**src/rtl/hazard_unit.sv**
```systemverilog
// In-order pipeline hazard unit: a small shift-register scoreboard of in-flight
// writers that drives load-use stalls, redirect flushes and forwarding selects.
module hazard_unit #(
  parameter int AW       = 5,
  parameter int DEPTH    = 3,
  parameter int LOAD_LAT = 1,
  parameter int CW       = 16,
  localparam int SW      = $clog2(DEPTH + 1)
) (
  input  logic          clk,
  input  logic          reset,
  input  logic          valid_d,
  input  logic [AW-1:0] rs1_d,
  input  logic [AW-1:0] rs2_d,
  input  logic          use1_d,
  input  logic          use2_d,
  input  logic [AW-1:0] rd_d,
  input  logic          regwrite_d,
  input  logic          load_d,
  input  logic          redirect,
  output logic          stall,
  output logic          flush,
  output logic [SW-1:0] fwd1_sel,
  output logic [SW-1:0] fwd2_sel,
  output logic [CW-1:0] stall_count
);

  logic [DEPTH:1]    valid_reg;
  logic [DEPTH:1]    regwrite_reg;
  logic [AW-1:0]     rd_reg [1:DEPTH];
  // The load flag only matters while the load sits inside the unforwardable window.
  logic [LOAD_LAT:1] load_reg;

  logic [DEPTH:1]    hit1;
  logic [DEPTH:1]    hit2;
  logic [LOAD_LAT:1] load_use;
  logic              hazard;

  genvar gi;
  generate
    for (gi = 1; gi <= DEPTH; gi++) begin : g_match
      assign hit1[gi] = valid_reg[gi] & regwrite_reg[gi] & (rd_reg[gi] != '0) &
                        use1_d & (rd_reg[gi] == rs1_d);
      assign hit2[gi] = valid_reg[gi] & regwrite_reg[gi] & (rd_reg[gi] != '0) &
                        use2_d & (rd_reg[gi] == rs2_d);
    end
    for (gi = 1; gi <= LOAD_LAT; gi++) begin : g_load_use
      assign load_use[gi] = load_reg[gi] & (hit1[gi] | hit2[gi]);
    end
  endgenerate

  assign hazard = valid_d & (|load_use);
  assign stall  = hazard & ~redirect;
  assign flush  = redirect;

  // Youngest producer wins: scan oldest to youngest so the lowest stage is assigned last.
  always_comb begin
    fwd1_sel = '0;
    fwd2_sel = '0;
    for (int k = DEPTH; k >= 1; k--) begin
      if (hit1[k]) fwd1_sel = SW'(k);
      if (hit2[k]) fwd2_sel = SW'(k);
    end
  end

  always_ff @(posedge clk or negedge reset) begin
    if (!reset) begin
      valid_reg    <= '0;
      regwrite_reg <= '0;
      load_reg     <= '0;
      for (int k = 1; k <= DEPTH; k++) rd_reg[k] <= '0;
    end else begin
      valid_reg[1]    <= valid_d & ~stall & ~redirect;
      regwrite_reg[1] <= regwrite_d;
      rd_reg[1]       <= rd_d;
      load_reg[1]     <= load_d;
      for (int k = 2; k <= DEPTH; k++) begin
        valid_reg[k]    <= valid_reg[k-1];
        regwrite_reg[k] <= regwrite_reg[k-1];
        rd_reg[k]       <= rd_reg[k-1];
      end
      for (int k = 2; k <= LOAD_LAT; k++) load_reg[k] <= load_reg[k-1];
    end
  end

  always_ff @(posedge clk or negedge reset) begin
    if (!reset) begin
      stall_count <= '0;
    end else if (stall && (stall_count != {CW{1'b1}})) begin
      stall_count <= stall_count + 1'b1;
    end
  end

endmodule

```
**config.mk**
```make
export PLATFORM = sky130hd
export DESIGN_NAME = hazard_unit
export DESIGN_NICKNAME = d
export VERILOG_FILES = /design/src/rtl/hazard_unit.sv
export SDC_FILE = /design/constraint.sdc
export NUM_CORES = 1
export LEC_CHECK = 0
export CORE_UTILIZATION = 50
export DETAILED_ROUTE_END_ITERATION = 8
export GPL_TIMING_DRIVEN = 0
export PLACE_DENSITY = 0.91
export SLEW_MARGIN = 25
export SYNTH_ARGS = -nofsm -noshare
export SYNTH_HDL_FRONTEND = slang
export SYNTH_SLANG_ARGS = --single-unit
```
**constraint.sdc**
```tcl
create_clock -name clk -period 4.75 [get_ports clk]
set_input_delay 0.475 -clock clk [delete_from_list [all_inputs] [get_ports clk]]
set_output_delay 0.475 -clock clk [all_outputs]
set_load 0.01 [all_outputs]
```
Word-level counts from Yosys, hierarchy flattened
Cells that the tools add are included.
- $add $sub $neg: 1
- equal/unequal tests: 7
- multiplexer cells: 6
- bitwise gates (word level): 26
- reductions and logical operators: 4
- operator list (kind ; number):
    equality test 5 bit ; 6
    bitwise AND 1 bit ; 23
    adder 16 x 1 -> 16 bit (second input constant) ; 1
    inequality test 16 bit (second input constant) ; 1
    nonzero test 5 bit ; 3
    two-way mux 2 bit ; 6
    inverter 1 bit ; 2
    logical AND 1 bit ; 1
    OR 1 bit ; 1
- register bits: 38
- input port bits: 23

Depth between registers and ports, before layout
- depth after elaboration: 11
- mapped depth: 8
- gate-level depth less buffers: 7

Least setup slack after synthesis
No wires, ideal clock.
- path kind: reg-to-output
- start point: register rd_reg[6] (netlist name)
- end point: output port fwd2_sel[0]
- arrival: 1687 ps
- required time: 4275 ps
- slack: 2588 ps
- stages on the path, launching flop included: 5
- buffers on the path: 0
- cell sequence: dfrtp_1 -> or4_1 -> o211ai_1 -> nor3_1 -> o41ai_1
- longest elaborated chain between the ends: 6
- elaborated cells between the ends (all ways): 7
- those cells by class: 1 x eq/ne; 2 x mux; 3 x bitwise; 1 x reduce/logical
- ends and longest elaborated chain (item ; RTL line ; source):
    from (decl) ; 30 ; logic [AW-1:0] rd_reg [1:DEPTH];
    from (signal, indexed assignment) ; 80 ; rd_reg[k] <= rd_reg[k-1];
    nonzero test 5 bit ; 44 ; assign hit2[gi] = valid_reg[gi] & regwrite_reg[gi] & (rd_reg[gi] != '0) &
    bitwise AND 1 bit (2 in series) ; 44 ;
    bitwise AND 1 bit * ; 45 ; use2_d & (rd_reg[gi] == rs2_d);
    two-way mux 2 bit * (2 in series) ; 62 ; if (hit2[k]) fwd2_sel = SW'(k);
    to (decl) ; 24 ; output logic [SW-1:0] fwd2_sel,
Every way passes the cells marked *; elsewhere a longest branch is shown, timed or not.

Worst setup path after layout
- start point: input port rs2_d[3]
- end point: output port stall
- longest elaborated chain between the ends: 6
- ends and longest elaborated chain (item ; RTL line ; source):
    from (decl) ; 14 ; input logic [AW-1:0] rs2_d,
    equality test 5 bit ; 45 ;
    bitwise AND 1 bit ; 45 ;
    OR 1 bit ; 48 ; assign load_use[gi] = load_reg[gi] & (hit1[gi] | hit2[gi]);
    bitwise AND 1 bit ; 48 ;
    bitwise AND 1 bit ; 52 ; assign hazard = valid_d & (|load_use);
    bitwise AND 1 bit ; 53 ; assign stall = hazard & ~redirect;
    to (decl) ; 21 ; output logic stall,
Every way passes these cells.

==> results.ini <==
[drt]
avgViaCountPerCell=5.425
routed_wl_um=3763
first_pass_iters=4
dr.first_iter.drc_count=62
vias=1416
final_antenna_net_count=0
route.detailed.drc=0
routedWlPerCell_um=14.42

[floorplanning]
rows=21
start_util_pct=54.22
io_pins=45
die_area_mm2=0.004010
die_w_um=63.33
coreArea_mm2=0.003468
fp.dieH_um=63.33

[pwr]
peakVddDrop_mv=0.2358
power.total_uw=634.9
p_leak_uw=0.001045
power_density_mw_per_mm2=255.5

[placement]
port_buffers=44
postPlaceCellArea_mm2=0.002394
hpwl_um=2840
gp_congestion=0.8921

[critical_path]
worstSetupPathType=in -> out
reg2reg_depth=8
r2r_start=rd_reg[10]$_DFF_PN0_
timing.reg2reg.setup_slack_ns=2.56
critPathLaunch=rs2_d[3]
worstPathArrival_ns=2.72
slowest_stage=clkdlybuf4s50_1
cp-start-kind=primary input
cp_slowest_stage_delay_ns=0.54
rr_endpoint=stall_count[1]$_DFFE_PN0P_
critPathMaxFanout=7
endpoint=stall
endpoint_kind=output pin
cp_common_cell=clkdlybuf4s50_1
cp_cell_sequence=clkdlybuf4s50_1 > xor2_1 > nor4_1 > and3_1 > or2_2 > buf_2 > and2_2 > clkdlybuf4s50_1
cp.required_ns=4.28

[logic_synthesis]
syn_area_per_cell_um2=11.61
synth_common_cells=38 x dfrtp_1, 31 x xnor2_1, 12 x xor2_1
ys_warn_count=0
synth_top_family_by_area=XOR/XNOR gates
synth-edff-count=0
synth_nets=186
synth_top_flop_cell=dfrtp_1
yosysMostFrequentCell=dfrtp_1
post_synth_xor_area_fraction_pct=20.03
synthArstFlopShare_pct=100.0
synth-seq-cells=38
synthSimpleGateAreaFrac_pct=19.63
synth_area_leaders=dfrtp_1 51%, xnor2_1 14%, xor2_1 5.6%
synth_cell_type_count=36
synth_compound_area_share_pct=4.990
synthAdderAreaFrac_pct=0.6653
syn_inst=162
yosysTopAreaCellShare_pct=50.57
yosysTopAreaCell=dfrtp_1
synth-seq-area-share_pct=50.57
synthesis.area_mm2=0.001881
synthMuxAreaShare_pct=1.996

[final_layout]
fin_util_pct=71.65
area_delta_synth_final_pct=32.14
layout.nets=238
drive_gt1_share_pct=10.70
fin_area_mm2=0.002485
multi_input_area_um2=889.6
antenna_cells=0
largest_reg_flops=16
seq_area_um2=950.9
fill_cells=261

[run]
max-cap-violations=0

[cts]
cts_buffer_depth=2
ctsHtreeMaxLevel=2
postCtsHoldBufs=0
cts_sinks=38
clk_pin_slew_ns=0.07
cts_tree=built
ctsResizeCount=0
cts_buffers=5
root_buffer=clkbuf_8
postCtsSetupRepairBufs=0
clk_latency_ns=0.29

[run_status]
status=complete, no violations

[global_routing]
grt.total_usage_pct=21.83
antenna_found_initial=0
grt_max_degree=31
grt_pass1_wl_um=6637
grt-ovfl-total=0
grt_pass1_vias=1425

[timing]
min_period_over_period_pct=67.29
setup_viol=0
hold_viol_final=0
relSlewSlack_pct=73.58
min_period_ns=3.196
tightest_slew_ns=0.3927
setup_tns_ns=0
drv_slew=0
clock_skew_ns=0.003805
rsz0062_at_grt=no
fmaxAchievable_ghz=0.3129

[worst_hold_path]
min_path_type=in -> async

[cells in the final DEF (no fill, tap or decap), drive strengths merged]
cell | Yosys | routed
o31a | 2 | 2
o311a | 1 | 1
clkinv | 0 | 1
or3 | 1 | 1
nor3 | 3 | 3
nand3 | 10 | 10
and4 | 1 | 1
o21a | 1 | 1
mux2 | 3 | 3
nand2b | 1 | 1
buf | 5 | 7
o41ai | 1 | 1
nand4b | 1 | 1
nand2 | 8 | 8
dfrtp | 38 | 38
ha | 1 | 1
clkdlybuf4s50 | 0 | 43
a21oi | 2 | 2
xor2 | 12 | 12
and2 | 5 | 5
xnor2 | 31 | 31
or4 | 2 | 2
or2 | 1 | 1
o21ai | 1 | 1
and3 | 11 | 11
nor2b | 2 | 2
clkbuf | 0 | 7
nand4 | 11 | 11
nor2 | 2 | 2
nor4 | 3 | 3
o211ai | 2 | 2
[stage by stage]
stage               hold WS (ns)  setup slack [ns]  cells
global placement          0.3605             1.561    252
global route             0.04465             1.426    261
floorplan                 0.1794             2.588    162
CTS                      0.03910             1.569    261
detailed placement        0.3520             1.578    253
finish                   0.04014             1.554    261
[logic make-up (layout without fill, tap and decap cells)]
logic type	count (synthesis)	in the layout
compound gates	10	10
xor+xnor	43	43
fa+ha+maj	1	1
buf+inv	5	58
flops	38	38
mux	3	3
simple gates	62	62
[worst min-delay path by stage]
stage | startpoint | end | slack [ns] | cells after the start
after floorplan | reset | load_reg$_DFF_PN0_ | 0.18 | 0
after global placement | valid_reg[2]$_DFF_PN0_ | valid_reg[3]$_DFF_PN0_ | 0.36 | 0
after detailed placement | reset | rd_reg[8]$_DFF_PN0_ | 0.35 | 1
after CTS | reset | rd_reg[1]$_DFF_PN0_ | 0.04 | 1
after global routing | reset | rd_reg[8]$_DFF_PN0_ | 0.04 | 1
final | reset | rd_reg[1]$_DFF_PN0_ | 0.04 | 1
[power breakdown]
part           switching [uW]  internal [uW]
Combinational            28.8           37.9
Clock                     107            117
Sequential               11.1            333
[final cells by class]
| type | count | area share [%] |
|---|---|---|
| plain buffers | 5 | 1.611 |
| clock buffers | 7 | 3.474 |
| clock inverters | 1 | 0.2014 |
| flip-flops and latches | 38 | 38.27 |
| repair buffers | 45 | 18.33 |
| multi-input cells | 119 | 35.80 |
| well taps | 46 | 2.316 |
[critical path: cells and delay by family]
kind          cells  cell delay [ns]
xor+xnor          1             0.18
buf+inv           3             1.22
simple gates      4             0.86
[per-layer routing]
layer	wire [um]	up-vias	global-route usage (%)	part of all wire, %
li1	-	680	-	-
met1	1759	675	29.93	47
met2	1747	50	32.85	46
met3	179	11	5.616	4.8
met4	76	0	8.807	2.0
met5	0	-	0	0
No activity file was read; power rests on OpenSTA's default activity.
